[src/rtl/led_matrix_scanner.sv]
// -----------------------------------------------------------------------------
// led_matrix_scanner
//   Scans an 8x8 frame one row at a time onto an LED matrix that is driven by
//   two daisy-chained 74HC595 shift registers. Each row is sent as a 16-bit word
//   {row_select, column_pixels}, MSB first. The word is then latched, and the row
//   stays lit for DWELL_CYCLES clocks. The frame is copied into a snapshot at
//   the start of every scan (row 0), so the displayed image never tears.
//
// Ports
//   clk         system clock, all logic on posedge
//   rst_n       asynchronous active-low reset
//   enable      1 = keep scanning; 0 = go blank once the current row finishes
//   frame[0:7]  row bytes; frame[r][7] is the leftmost column
//   ser_data    serial data into the 595 chain
//   ser_clk     595 shift clock (idles low)
//   ser_latch   595 storage-register latch pulse
//   oe_n        595 output enable, active low
//   row_idx     row currently being shifted / displayed
//   frame_done  1-cycle pulse after the row-7 dwell
//   scan_state  debug view of the FSM state (IDLE/LOAD/SHIFT/LATCH/DWELL)
//
// Flow control: there is no valid/ready handshake. enable is a level and is
// sampled only in IDLE (to start) and at the end of DWELL (to continue). frame
// is sampled only in the LOAD cycle of row 0.
// -----------------------------------------------------------------------------
module led_matrix_scanner #(
  parameter int CLK_DIV      = 2,
  parameter int DWELL_CYCLES = 100,
  parameter bit ROW_ACT_LOW  = 1'b0,
  parameter bit COL_ACT_LOW  = 1'b1
) (
  input  logic       clk,
  input  logic       rst_n,
  input  logic       enable,
  input  logic [7:0] frame [0:7],
  output logic       ser_data,
  output logic       ser_clk,
  output logic       ser_latch,
  output logic       oe_n,
  output logic [2:0] row_idx,
  output logic       frame_done,
  output logic [2:0] scan_state
);

  localparam logic [2:0] IDLE  = 3'd0;
  localparam logic [2:0] LOAD  = 3'd1;
  localparam logic [2:0] SHIFT = 3'd2;
  localparam logic [2:0] LATCH = 3'd3;
  localparam logic [2:0] DWELL = 3'd4;

  // One counter serves the shift-clock phase, the latch pulse and the dwell,
  // so it is sized for the longest of them.
  localparam int CNT_MAX = (CLK_DIV > DWELL_CYCLES) ? CLK_DIV : DWELL_CYCLES;
  localparam int CW      = $clog2(CNT_MAX + 1);
  localparam logic [CW-1:0] DIV_LAST   = CW'(CLK_DIV - 1);
  localparam logic [CW-1:0] DWELL_LAST = CW'(DWELL_CYCLES - 1);

  logic [2:0]    state;
  logic [CW-1:0] cnt;
  logic          half;      // 0 = low phase of the current bit, 1 = high phase
  logic [3:0]    bit_cnt;
  logic [15:0]   shreg;
  logic          lit;       // previous row is still displayed while shifting
  logic [7:0]    snapshot [0:7];
  logic [7:0]    row_byte;
  logic [7:0]    col_byte;

  always_comb begin
    row_byte = (8'b1 << row_idx) ^ {8{ROW_ACT_LOW}};
    // Row 0 uses the live frame because the snapshot is written in this same cycle.
    col_byte = ((row_idx == 3'd0) ? frame[0] : snapshot[row_idx]) ^ {8{COL_ACT_LOW}};
  end

  always_ff @(posedge clk or negedge rst_n) begin
    if (!rst_n) begin
      state      <= IDLE;
      cnt        <= '0;
      half       <= 1'b0;
      bit_cnt    <= 4'd0;
      shreg      <= 16'd0;
      lit        <= 1'b0;
      row_idx    <= 3'd0;
      frame_done <= 1'b0;
      for (int i = 0; i < 8; i++) snapshot[i] <= 8'd0;
    end else begin
      frame_done <= 1'b0;
      case (state)
        IDLE: begin
          lit <= 1'b0;
          if (enable) state <= LOAD;
        end
        LOAD: begin
          if (row_idx == 3'd0) begin
            for (int i = 0; i < 8; i++) snapshot[i] <= frame[i];
          end
          shreg   <= {row_byte, col_byte};
          cnt     <= '0;
          half    <= 1'b0;
          bit_cnt <= 4'd0;
          state   <= SHIFT;
        end
        SHIFT: begin
          if (cnt == DIV_LAST) begin
            cnt <= '0;
            if (!half) begin
              half <= 1'b1;
            end else begin
              // End of the high phase: next bit appears as the clock falls.
              half  <= 1'b0;
              shreg <= {shreg[14:0], 1'b0};
              if (bit_cnt == 4'd15) state <= LATCH;
              else bit_cnt <= bit_cnt + 4'd1;
            end
          end else begin
            cnt <= cnt + CW'(1);
          end
        end
        LATCH: begin
          if (cnt == DIV_LAST) begin
            cnt   <= '0;
            state <= DWELL;
          end else begin
            cnt <= cnt + CW'(1);
          end
        end
        DWELL: begin
          if (cnt == DWELL_LAST) begin
            cnt        <= '0;
            row_idx    <= row_idx + 3'd1;
            frame_done <= (row_idx == 3'd7);
            lit        <= enable;
            state      <= enable ? LOAD : IDLE;
          end else begin
            cnt <= cnt + CW'(1);
          end
        end
        default: state <= IDLE;
      endcase
    end
  end

  assign ser_clk    = (state == SHIFT) && half;
  assign ser_data   = (state == SHIFT) && shreg[15];
  assign ser_latch  = (state == LATCH);
  assign oe_n       = !((state == DWELL) || (lit && ((state == LOAD) || (state == SHIFT))));
  assign scan_state = state;

endmodule

[config.mk]
export PLATFORM = sky130hd
export DESIGN_NAME = led_matrix_scanner
export DESIGN_NICKNAME = d
export VERILOG_FILES = /design/src/rtl/led_matrix_scanner.sv
export SDC_FILE = /design/constraint.sdc
export NUM_CORES = 1
export LEC_CHECK = 0
export BUFFER_PORTS_ARGS = -buffer_cell sky130_fd_sc_hd__buf_4
export CAP_MARGIN = 30
export CORE_MARGIN = 4
export CORE_UTILIZATION = 55
export CTS_BUF_LIST = sky130_fd_sc_hd__clkbuf_16
export DETAILED_ROUTE_END_ITERATION = 12
export PLACE_DENSITY = 0.87
export SKIP_LAST_GASP = 1
export SYNTH_ARGS = -nofsm -noshare
export SYNTH_HDL_FRONTEND = slang
export SYNTH_SLANG_ARGS = --single-unit
[constraint.sdc]
create_clock -name clk -period 4.15 [get_ports clk]
set_clock_uncertainty 0.15 [all_clocks]
set_input_delay 0.415 -clock clk [delete_from_list [all_inputs] [get_ports clk]]
set_output_delay 0.415 -clock clk [all_outputs]
set_load 0.005 [all_outputs]
==> results.md <==
* Post_cts resized at 0
* H-tree Lvls at 3
* Routed wire length at 11160 um
* # diodes at 0
* Worst-margin pin slew at 0.9589 ns
* Minimum clock period at 2.958 ns
* Area Growth Syn to Fin at 18.45%
* Worst Hold Depth at 2
* Initial antenna violation count at 0
* RSZ-0062 raised after global routing: no
* WHS at 0.1374 ns
* Largest net degree at the start of global routing at 75
* Logic pwr share at 0.064
* Number of synthesized flops with an enable pin at 0
* Most frequent cells in the layout: dfrtp_1 (100), buf_4 (82), mux2_2 (78)
* Maxcap violations at 0
* Number of global-route vias before repair at 3768
* Final Instance Count excl. Fillers at 602
* Yosys top cell by area: dfrtp_1
* Int Pwr at 1.554 mW
* Wire per inst at 18.54 um
* Ys flop type: dfrtp_1
* Tot Pwr at 1.991 mW
* Ys async rst share at 1.000
* Yosys cell types at 56
* First DRT Iteration DRCs at 203
* Sequential Area at 2502 sq um
* CP Class: flop to flop
* Clock insertion delay at the later pin of the skew report at 0.34 ns
* Root buffer cell: clkbuf_16
* Share of cells above drive strength 1 at 0.4109
* Clock share of power at 0.422
* CTS tree: yes
* Mapped Cells at 423
* TNS Setup at 0 ns
* Total GRT Usage at 0.2100
* Number of remaining DRC errors at 0
* Status: finished, final reports clean
* Worst vdd ir at 0.2294 mV
* Die ar. at 10830 sq um
* CTS Hold Buffers Added at 0
* Leakage at 2.560 nW
* Core ar. at 8848 sq um
* Nets at 565
* Clk buf depth at 2
* HPWL Detailed at 7881 um
* WP data required at 4.22 ns
* Worst Reg-to-Reg Cells at 5
* Hold Vio Cnt, Final at 0
* Period utilisation layout at 0.7127
* Largest cells by area after synthesis: dfrtp_1 (49%), mux2_2 (17%), o21ai_0 (2.8%)
* Synth Register Bits at 100
* Net switching power at 437.0 uW
* Total congestion overflow at 0
* DIE WIDTH at 104.0 um
* TritonCTS buffer count at 9
* Die height at 104.0 um
* Post-synth top area share at 0.4932
* Final setup violation count at 0
* Max-Slew Margin vs Limit at 0.3607
* Syn. warnings at 0
* Sequential Power Share at 0.513
* Antenna Nets Post-Route at 0
* Via count at 3618
* Seq/Total Area, Yosys at 0.4932
* Vias per cell at 6.010
* Commonest non-fill, non-tap cell in the layout: dfrtp_1
* Initial core utilization at 0.5734
* Fmax at 0.3381 GHz
* Syn avg cell area at 11.99 sq um
* CP endpoint kind: flop
* Peak fanout along the critical path at 22
* Startpoint Class: flop
* PwrDens at 331.4 nW/um^2
* Critical Path AT at 3.03 ns
* Max-slew violations at 0
* Mapped Area at 5074 sq um
* RD Place Congestion at 0.8374
* Net Sw Frac at 0.2194
* Postcts setup bufs at 0
* Row cnt at 34
* Fillers at 617
* First-pass GRT wire length at 18620 um
* Area of the multi-input gates at 2396 sq um
* Clock Sinks at 100
* Placed cells at 584
* Syn_nets at 499
* Worst min path class: primary input to flop
* Ports at 78
* TritonRoute pass-1 iters at 4
* Clk slew on worst S/H paths at 0.07 ns
* Quantity of I/O buffers inserted on ports at 77
per-stage QoR:
step	utilization	setup WS, ns	instance area, sq um
finish	0.6792	1.192	6010
global route	0.6792	0.9248	6010
CTS	0.6749	1.186	5972
detailed placement	0.6410	1.205	5672
global placement	0.6410	1.284	5672
floorplan	-	1.773	5074
worst paths after layout:
path / from / endpoint / slack, ns
max: scan_state[2] / shreg[12] / 1.19
min: frame[26] / snapshot[26] / 0.14
max reg2reg: scan_state[2] / shreg[12] / 1.19
min reg2reg: snapshot[28] / snapshot[28] / 0.34
max in group asynchronous: rst_n / shreg[1] / 2.65
min in group asynchronous: rst_n / snapshot[30] / 0.49
power groups by stage:
stage | Sequential [mW] | Clock, mW | Combinational [mW]
finish | 1.02 | 0.841 | 0.128
floorplan | 1.03 | 0 | 0.0460
CTS | 1.02 | 0.860 | 0.126
global route | 1.02 | 0.901 | 0.140
global placement | 1.04 | 0 | 0.121
detailed placement | 1.04 | 0 | 0.126
critical path, stage by stage, from the launching register on:
cell and delay (ns):
dfrtp_1 0.59, or3b_1 0.74, nor2_1 0.18, buf_4 0.21, or2_1 0.61, mux2_4 0.36
cell families (layout without fill, tap and decap cells):
logic type               after synthesis  after routing  synth area share
buffers and inverters                 35            106           0.03452
adder cells (fa/ha/maj)                9              9           0.02220
multiplexers                          92             92            0.2106
AO/OA/AOI/OAI                         99             99            0.1339
flip-flops                           100            100            0.4932
XOR/XNOR                               2              2          0.003453
AND/OR/NAND/NOR                       86             86            0.1021
Yosys cell counts (8+ instances only):
cell      count
dfrtp_1     100
nor2_1       10
nor2b_1      10
o21ai_2      10
clkbuf_1     12
nand2_1      21
a21oi_1      14
ha_1          9
o21ai_0      28
o22ai_1       9
mux2_2       78
a211oi_1      8
buf_2        11
routing by layer:
layer | up-vias | routed length, um | global-route usage
met4 | 0 | 194 | 0.05413
li1 | 1696 | - | -
met1 | 1811 | 4715 | 0.2792
met3 | 20 | 496 | 0.05462
met5 | - | 0 | 0
met2 | 91 | 5757 | 0.3445
sequential cells by signal, indices dropped and copies added, names as in the netlist:
register	count
snapshot	64
half	1
cnt	7
bit_cnt	4
scan_state	3
frame_done	1
lit	1
shreg	16
row_idx	3
final cells by class:
class	count	share of cell area
Tap cell	108	0.02249
Timing Repair Buffer	84	0.1087
Clock inverter	7	0.01249
Sequential cell	100	0.4164
Inverter	6	0.003748
Multi-Input combinational cell	288	0.3987
Clock buffer	9	0.03748
Power figures use the tool's default switching activity.
